<file path="config.mk">
export PLATFORM = sky130hd
export DESIGN_NAME = riscv_cpu
export DESIGN_NICKNAME = d
export VERILOG_FILES = /design/src/rtl/riscv_pkg.sv /design/src/rtl/riscv_alu.sv /design/src/rtl/riscv_cpu.sv
export SDC_FILE = /design/constraint.sdc
export NUM_CORES = 2
export LEC_CHECK = 0
export ABC_CLOCK_PERIOD_IN_PS = 9450
export CELL_PAD_IN_SITES_DETAIL_PLACEMENT = 1
export CELL_PAD_IN_SITES_GLOBAL_PLACEMENT = 1
export CORE_AREA = 2 2 537 379
export CTS_BUF_LIST = sky130_fd_sc_hd__clkbuf_16
export DETAILED_ROUTE_END_ITERATION = 7
export DIE_AREA = 0 0 539 381
export HOLD_SLACK_MARGIN = 0.08
export PLACE_DENSITY_LB_ADDON = 0.3
export SYNTH_ARGS = -nofsm -noshare
export SYNTH_HDL_FRONTEND = slang
export SYNTH_SLANG_ARGS = --single-unit
export TNS_END_PERCENT = 10
</file>
<file path="constraint.sdc">
create_clock -name clock -period 9.45 [get_ports clock]
set_input_delay 1.89 -clock clock [delete_from_list [all_inputs] [get_ports clock]]
set_output_delay 1.89 -clock clock [all_outputs]
set_load 0.005 [all_outputs]
</file>
<file path="src/rtl/riscv_pkg.sv">
// Shared RV32I encodings: opcodes, funct3 values and the ALU operation set.
package riscv_pkg;

   localparam logic [6:0] OPC_LUI      = 7'b0110111;
   localparam logic [6:0] OPC_AUIPC    = 7'b0010111;
   localparam logic [6:0] OPC_JAL      = 7'b1101111;
   localparam logic [6:0] OPC_JALR     = 7'b1100111;
   localparam logic [6:0] OPC_BRANCH   = 7'b1100011;
   localparam logic [6:0] OPC_LOAD     = 7'b0000011;
   localparam logic [6:0] OPC_STORE    = 7'b0100011;
   localparam logic [6:0] OPC_OP_IMM   = 7'b0010011;
   localparam logic [6:0] OPC_OP       = 7'b0110011;
   localparam logic [6:0] OPC_MISC_MEM = 7'b0001111;
   localparam logic [6:0] OPC_SYSTEM   = 7'b1110011;

   localparam logic [2:0] F3_BEQ  = 3'd0;
   localparam logic [2:0] F3_BNE  = 3'd1;
   localparam logic [2:0] F3_BLT  = 3'd4;
   localparam logic [2:0] F3_BGE  = 3'd5;
   localparam logic [2:0] F3_BLTU = 3'd6;
   localparam logic [2:0] F3_BGEU = 3'd7;

   localparam logic [2:0] F3_B  = 3'd0;
   localparam logic [2:0] F3_H  = 3'd1;
   localparam logic [2:0] F3_W  = 3'd2;
   localparam logic [2:0] F3_BU = 3'd4;
   localparam logic [2:0] F3_HU = 3'd5;

   localparam logic [2:0] F3_ADD  = 3'd0;
   localparam logic [2:0] F3_SLL  = 3'd1;
   localparam logic [2:0] F3_SLT  = 3'd2;
   localparam logic [2:0] F3_SLTU = 3'd3;
   localparam logic [2:0] F3_XOR  = 3'd4;
   localparam logic [2:0] F3_SR   = 3'd5;
   localparam logic [2:0] F3_OR   = 3'd6;
   localparam logic [2:0] F3_AND  = 3'd7;

   typedef enum logic [3:0] {
      ALU_ADD, ALU_SUB, ALU_SLL, ALU_SLT, ALU_SLTU,
      ALU_XOR, ALU_SRL, ALU_SRA, ALU_OR, ALU_AND
   } alu_op_e;

   // alt is instruction bit 30: selects SUB over ADD and SRA over SRL
   function automatic alu_op_e alu_op_from(input logic [2:0] f3, input logic alt);
      case (f3)
         F3_ADD:  return alt ? ALU_SUB : ALU_ADD;
         F3_SLL:  return ALU_SLL;
         F3_SLT:  return ALU_SLT;
         F3_SLTU: return ALU_SLTU;
         F3_XOR:  return ALU_XOR;
         F3_SR:   return alt ? ALU_SRA : ALU_SRL;
         F3_OR:   return ALU_OR;
         F3_AND:  return ALU_AND;
         default: return ALU_ADD;
      endcase
   endfunction

endpackage

</file>
<file path="src/rtl/riscv_alu.sv">
// Combinational 32-bit integer ALU for the RV32I OP and OP-IMM groups.
module riscv_alu
   import riscv_pkg::*;
(
   input  logic [31:0] a_i,
   input  logic [31:0] b_i,
   input  alu_op_e     op_i,
   output logic [31:0] y_o
);

   always_comb begin
      y_o = 32'd0;
      case (op_i)
         ALU_ADD:  y_o = a_i + b_i;
         ALU_SUB:  y_o = a_i - b_i;
         ALU_SLL:  y_o = a_i << b_i[4:0];
         ALU_SLT:  y_o = {31'd0, $signed(a_i) < $signed(b_i)};
         ALU_SLTU: y_o = {31'd0, a_i < b_i};
         ALU_XOR:  y_o = a_i ^ b_i;
         ALU_SRL:  y_o = a_i >> b_i[4:0];
         ALU_SRA:  y_o = 32'($signed(a_i) >>> b_i[4:0]);
         ALU_OR:   y_o = a_i | b_i;
         ALU_AND:  y_o = a_i & b_i;
         default:  y_o = 32'd0;
      endcase
   end

endmodule

</file>
<file path="src/rtl/riscv_cpu.sv">
// Single-cycle RV32I core: decode, register file, immediates, load/store
// formatting (SB/SH as read-modify-write) and next-PC selection.
module riscv_cpu
   import riscv_pkg::*;
#(
   parameter logic [31:0] RESET_PC = 32'h0000_0000
) (
   input  logic        clock,
   input  logic        reset,
   input  logic [31:0] inst,
   input  logic [31:0] load_data,
   output logic        mem_load,
   output logic        mem_store,
   output logic [31:0] store_data,
   output logic [31:0] address,
   output logic [31:0] pc
);

   logic [31:0] pc_q, pc_d;
   logic [31:0] regs_q [32];

   logic [6:0]  opcode;
   logic [4:0]  rd, rs1, rs2;
   logic [2:0]  funct3;
   logic [6:0]  funct7;
   logic [31:0] imm_i, imm_s, imm_b, imm_u, imm_j;
   logic [31:0] rs1_val, rs2_val, pc_plus4, mem_addr;
   logic [31:0] alu_b, alu_y, rd_wdata, ld_val, st_val;
   logic [7:0]  byte_sel;
   logic [15:0] half_sel;
   logic [4:0]  lane_sh;
   alu_op_e     alu_op;
   logic        rd_we, is_load, is_store, br_taken, ld_ok, st_ok, imm_ok, op_ok;

   assign opcode = inst[6:0];
   assign rd     = inst[11:7];
   assign funct3 = inst[14:12];
   assign rs1    = inst[19:15];
   assign rs2    = inst[24:20];
   assign funct7 = inst[31:25];

   assign imm_i = {{20{inst[31]}}, inst[31:20]};
   assign imm_s = {{20{inst[31]}}, inst[31:25], inst[11:7]};
   assign imm_b = {{19{inst[31]}}, inst[31], inst[7], inst[30:25], inst[11:8], 1'b0};
   assign imm_u = {inst[31:12], 12'd0};
   assign imm_j = {{11{inst[31]}}, inst[31], inst[19:12], inst[20], inst[30:21], 1'b0};

   assign rs1_val  = (rs1 == 5'd0) ? 32'd0 : regs_q[rs1];
   assign rs2_val  = (rs2 == 5'd0) ? 32'd0 : regs_q[rs2];
   assign pc_plus4 = pc_q + 32'd4;
   assign mem_addr = rs1_val + ((opcode == OPC_STORE) ? imm_s : imm_i);

   assign ld_ok  = (funct3 == F3_B) || (funct3 == F3_H) || (funct3 == F3_W) ||
                   (funct3 == F3_BU) || (funct3 == F3_HU);
   assign st_ok  = (funct3 == F3_B) || (funct3 == F3_H) || (funct3 == F3_W);
   assign imm_ok = (funct3 == F3_SLL) ? (funct7 == 7'd0) :
                   (funct3 == F3_SR)  ? ((funct7 == 7'd0) || (funct7 == 7'b0100000)) : 1'b1;
   assign op_ok  = (funct7 == 7'd0) ||
                   ((funct7 == 7'b0100000) && ((funct3 == F3_ADD) || (funct3 == F3_SR)));

   riscv_alu u_alu (
      .a_i  (rs1_val),
      .b_i  (alu_b),
      .op_i (alu_op),
      .y_o  (alu_y)
   );

   // Branch condition evaluation
   always_comb begin
      br_taken = 1'b0;
      case (funct3)
         F3_BEQ:  br_taken = (rs1_val == rs2_val);
         F3_BNE:  br_taken = (rs1_val != rs2_val);
         F3_BLT:  br_taken = ($signed(rs1_val) < $signed(rs2_val));
         F3_BGE:  br_taken = ($signed(rs1_val) >= $signed(rs2_val));
         F3_BLTU: br_taken = (rs1_val < rs2_val);
         F3_BGEU: br_taken = (rs1_val >= rs2_val);
         default: br_taken = 1'b0;
      endcase
   end

   assign lane_sh  = {mem_addr[1:0], 3'b000};
   assign byte_sel = 8'(load_data >> lane_sh);
   assign half_sel = mem_addr[1] ? load_data[31:16] : load_data[15:0];

   // Load extraction and store merge; SB/SH rebuild the whole word from load_data
   always_comb begin
      ld_val = load_data;
      st_val = rs2_val;
      case (funct3)
         F3_B: begin
            ld_val = {{24{byte_sel[7]}}, byte_sel};
            st_val = (load_data & ~(32'h0000_00FF << lane_sh)) | ({24'd0, rs2_val[7:0]} << lane_sh);
         end
         F3_H: begin
            ld_val = {{16{half_sel[15]}}, half_sel};
            st_val = mem_addr[1] ? {rs2_val[15:0], load_data[15:0]} : {load_data[31:16], rs2_val[15:0]};
         end
         F3_BU:   ld_val = {24'd0, byte_sel};
         F3_HU:   ld_val = {16'd0, half_sel};
         default: ld_val = load_data;
      endcase
   end

   // Main decode: write-back, memory intent and next PC
   always_comb begin
      rd_we    = 1'b0;
      rd_wdata = alu_y;
      alu_b    = imm_i;
      alu_op   = ALU_ADD;
      is_load  = 1'b0;
      is_store = 1'b0;
      pc_d     = pc_plus4;
      case (opcode)
         OPC_LUI: begin
            rd_we    = 1'b1;
            rd_wdata = imm_u;
         end
         OPC_AUIPC: begin
            rd_we    = 1'b1;
            rd_wdata = pc_q + imm_u;
         end
         OPC_JAL: begin
            rd_we    = 1'b1;
            rd_wdata = pc_plus4;
            pc_d     = pc_q + imm_j;
         end
         OPC_JALR: begin
            if (funct3 == 3'd0) begin
               rd_we    = 1'b1;
               rd_wdata = pc_plus4;
               pc_d     = (rs1_val + imm_i) & ~32'd1;
            end else begin
               rd_we = 1'b0;
            end
         end
         OPC_BRANCH: begin
            if (br_taken) begin
               pc_d = pc_q + imm_b;
            end else begin
               pc_d = pc_plus4;
            end
         end
         OPC_LOAD: begin
            is_load  = ld_ok;
            rd_we    = ld_ok;
            rd_wdata = ld_val;
         end
         OPC_STORE: is_store = st_ok;
         OPC_OP_IMM: begin
            alu_op = alu_op_from(funct3, inst[30] && (funct3 == F3_SR));
            rd_we  = imm_ok;
         end
         OPC_OP: begin
            alu_b  = rs2_val;
            alu_op = alu_op_from(funct3, inst[30]);
            rd_we  = op_ok;
         end
         default: rd_we = 1'b0;
      endcase
   end

   assign mem_load   = ~reset & (is_load | (is_store & (funct3 != F3_W)));
   assign mem_store  = ~reset & is_store;
   assign address    = (mem_load | mem_store) ? mem_addr : 32'd0;
   assign store_data = mem_store ? st_val : 32'd0;
   assign pc         = pc_q;

   // PC register
   always_ff @(posedge clock) begin
      if (reset) begin
         pc_q <= RESET_PC;
      end else begin
         pc_q <= pc_d;
      end
   end

   // Register file write port; x0 is never written
   always_ff @(posedge clock) begin
      if (reset) begin
         for (int i = 0; i < 32; i++) begin
            regs_q[i] <= 32'd0;
         end
      end else if (rd_we && (rd != 5'd0)) begin
         regs_q[rd] <= rd_wdata;
      end
   end

endmodule

</file>
==> metrics.md <==
| Metric | Value |
|---|---|
| Run status | `finished clean` |
| Pwr per Cell Area | `169 nW/um^2` |
| Count of final hold-check violations | `0` |
| Area of the mapped netlist | `73800 um^2` |
| CTS H-Tree Depth | `3` |
| Area overhead of the layout relative to synthesis | `14.9%` |
| Register bit total from synthesis | `1055` |
| Initial drt markers | `12100` |
| Post-synth ARST share | `0%` |
| Worst Hold Endpoint | `pc[1]` |
| Most instantiated library cell after synthesis | `sky130_fd_sc_hd__nor2_1` |
| I/O pins | `164` |
| Clock Skews | `0.0971 ns` |
| Final-layout setup total negative slack | `0 ns` |
| Critical Path Start Type | `input port` |
| Top Family by Delay on Critical Path | `compound AO/OA/AOI/OAI gates` |
| Number of placed cells counting well taps | `9738` |
| Nature of the critical path endpoint | `output port` |
| FILL cells | `21800` |
| Depth of the most critical reg-to-reg path | `20` |
| DP HPWL | `293000 um` |
| Reg2Reg Capture Point | `regs_q[28][17]` |
| Synthesis Warnings | `0` |
| Via count of the first global-routing pass | `66300` |
| Area contributors post-synth | `sky130_fd_sc_hd__edfxtp_1 42%, sky130_fd_sc_hd__mux4_2 14%, sky130_fd_sc_hd__nor2_1 6.4%` |
| Initial core utilization | `36.8%` |
| Final critical path time including I/O delays and setup | `9.38 ns` |
| Required time at the endpoint of the critical path | `7.56 ns` |
| Sequence of cells on the critical path | `buf_2, or3_2, buf_4, o221ai_1, o22ai_1, a211oi_1, buf_4, nand2_1, inv_1, ha_1, a21oi_1, o21ai_0, a21oi_1, o21ai_0, a221o_1, a21oi_1, o21ai_0, xor2_1, nor2_1, clkdlybuf4s50_1` |
| Count of cell types in the netlist | `117` |
| Global route total overflow | `0` |
| WL final | `403000 um` |
| Remaining number of nets flagged by the antenna check after routing | `0` |
| Routed vias | `68700` |
| Post-synthesis compound-gate area fraction | `14.5%` |
| Sequential cell area fraction in the yosys report | `42.5%` |
| Clock Latency Late Sink | `0.79 ns` |
| Post-CTS Hold Buffers | `0` |
| Slowest library cell on the worst path | `sky130_fd_sc_hd__or3_2` |
| Crit path largest cell delay | `0.65 ns` |
| Critical path peak fanout | `14` |
| Mux share of post-synthesis cell area | `18.9%` |
| Synth Area in Adders | `4.02%` |
| Period utilization | `99.3%` |
| Width of the die | `539 um` |
| Largest family of logic cells by synthesized area | `multiplexers` |
| Setup repair after global routing missed its margin | `no` |
| R2R Setup Slk | `2.39 ns` |
| Core Box Area | `201000 um^2` |
| Clock tree from TritonCTS | `yes` |
| Placed standard-cell area | `81400 um^2` |
| Via-per-instance ratio | `6.91` |
| Critical path buffer and inverter count | `5` |
| Share of post-route cells with drive strength above 1 | `20.0%` |
| Worst slew margin | `3.55%` |
| Drt drc | `0` |
| Average cell area after synthesis | `10.7 um^2` |
| Die height | `381 um` |
| Std-Cell Rows | `138` |
| Crit Reg-Reg Startpoint | `regs_q[7][1]` |
| Area share of and/or/nand/nor cells after synthesis | `13.5%` |
| Hold path cells | `2` |
| Number of standard cells in the layout, taps in and fillers out | `9941` |
| Library cell used as clock root buffer | `sky130_fd_sc_hd__clkbuf_16` |
| Fraction of synthesized cell area taken by the top area cell type | `41.7%` |
| Area of all placed cells without fillers | `84800 um^2` |
| Pin count of the biggest net entering global routing | `65` |
| Count of flip-flops with a built-in enable after synthesis | `1024` |
| Max-cap check violation count | `0` |
| # nets final | `7489` |
| Routability Congestion | `1.08` |
| Static leakage | `31.4 nW` |
| Most area-hungry cell type in the Yosys netlist | `sky130_fd_sc_hd__edfxtp_1` |
| Xor-xnor portion of the synthesized cell area | `1.74%` |
| Clock input transition at the sequential cells of the worst setup and hold paths | `0.06 ns` |
| Input/output buffers | `162` |
| Class of the tightest hold or removal check | `reg2reg` |
| Final number of setup-violating endpoints | `0` |
| Antenna violations before repair | `33` |
| Clock sink total | `1055` |
| Maximum VDD drop | `0.153 mV` |
| Average wire length per cell after detail routing | `40.6 um` |
| Clk buf depth | `3` |
| Synth cell count leaders | `1258 x sky130_fd_sc_hd__nor2_1, 1024 x sky130_fd_sc_hd__edfxtp_1, 449 x sky130_fd_sc_hd__mux4_2, 421 x sky130_fd_sc_hd__a21oi_1, 411 x sky130_fd_sc_hd__nand2_1` |
| Number of CTS-inserted buffers | `108` |
| Worst EP arrival | `7.49 ns` |
| Instance count of the mapped netlist | `6918` |
| Actual transition at the worst max-transition pin | `1.45 ns` |
| Number of max-slew violations in the final report | `0` |
| Floorplan die area | `205000 um^2` |
| Overall track demand over capacity in global routing | `38.1%` |
| Wire length of the first global-routing pass | `549000 um` |
| Worst setup path category | `in2out` |
| Start point of the worst hold path | `pc[1]` |
| Post-synth top flop | `sky130_fd_sc_hd__edfxtp_1` |
| DR pass1 iterations | `6` |
| Peak Freq | `0.107 GHz` |
[repair_timing]
item,in CTS,in global routing
buffers inserted,0,2
gates resized for setup,0,2
endpoints found under the setup margin,0,3
[state kept, by name, summed over array words and instances, names as in the netlist]
name	count
regs_q	1024
pc	31
[how the worst max path moves through the flow]
stage | startpoint | endpoint | cells after the start
5_1_grt | inst[18] | address[31] | 20
3_3_place_gp | inst[18] | address[30] | 18
3_5_place_dp | inst[18] | regs_q[24][17] | 25
4_1_cts | inst[18] | address[20] | 22
2_1_floorplan | inst[20] | regs_q[12][22] | 25
6_report | inst[18] | address[31] | 20
[routing by layer]
metal | vias to the layer above | part of all wire, % | global-route usage (%) | routed length (um)
met5 | - | 0.040 | 0 | 160
met4 | 24 | 4.7 | 15.0 | 18900
met3 | 835 | 16 | 15.3 | 63300
met2 | 5435 | 39 | 50.6 | 156000
met1 | 35600 | 41 | 54.5 | 165000
li1 | 26800 | - | - | -
[cell usage in the layout, fill, tap and decap left out, types with 61 or more instances in the layout]
master                            count
sky130_fd_sc_hd__a211oi_1            83
sky130_fd_sc_hd__a21oi_1            415
sky130_fd_sc_hd__a22oi_1             71
sky130_fd_sc_hd__buf_4              535
sky130_fd_sc_hd__clkbuf_16          108
sky130_fd_sc_hd__clkdlybuf4s50_1    150
sky130_fd_sc_hd__edfxtp_1          1024
sky130_fd_sc_hd__ha_1               226
sky130_fd_sc_hd__inv_1              153
sky130_fd_sc_hd__mux2i_1            325
sky130_fd_sc_hd__mux4_2             449
sky130_fd_sc_hd__nand2_1            380
sky130_fd_sc_hd__nand3_1             94
sky130_fd_sc_hd__nor2_1            1255
sky130_fd_sc_hd__nor3_1             124
sky130_fd_sc_hd__o21ai_0            276
sky130_fd_sc_hd__o221ai_1            66
sky130_fd_sc_hd__o22ai_1            101
sky130_fd_sc_hd__xnor2_1             86
sky130_fd_sc_hd__xor2_1              61
[layout make-up]
type                       instances  area (um^2)  area share, %
tap                             2660         3330           3.93
sequential                      1055        31400           37.0
inverter                         153          579          0.683
multi-input combinational       5119        39400           46.4
clock buffer                     108         2700           3.19
clock inverter                    88          641          0.756
antenna                            5         12.5         0.0148
timing repair buffer             753         6780           7.99
[power breakdown]
group	total [mW]	switching, mW	internal [mW]	leakage, nW
clock	4.25	2.02	2.23	1.71
sequential	5.41	0.118	5.29	10.8
combinational	4.68	3.17	1.51	18.9
[tightest hold or removal path, stage by stage, from the launching register on]
cell                       delay (ns)
sky130_fd_sc_hd__dfxtp_1         0.55
sky130_fd_sc_hd__a221oi_1        0.15
sky130_fd_sc_hd__nor2_1          0.09
[logic make-up (layout without fill, tap and decap cells)]
logic type	after synthesis	in the layout
xor+xnor	147	147
simple gates	2278	2278
flops	1055	1055
buf+inv	776	1102
mux	826	826
other cells	1	38
compound gates	1602	1602
fa+ha+maj	233	233
[metrics by stage]
stage               setup slack [ns]  utilization (%)  power, mW  hold slack, ns
floorplan                      0.458                -       7.80           0.558
global placement               0.306             40.6       9.90           0.730
detailed placement             0.239             40.6       9.95           0.729
CTS                            0.233             42.2       14.1           0.799
global route                  0.0166             42.2       14.6           0.841
finish                        0.0702             42.2       14.3           0.827
Power figures use the tool's default switching activity.
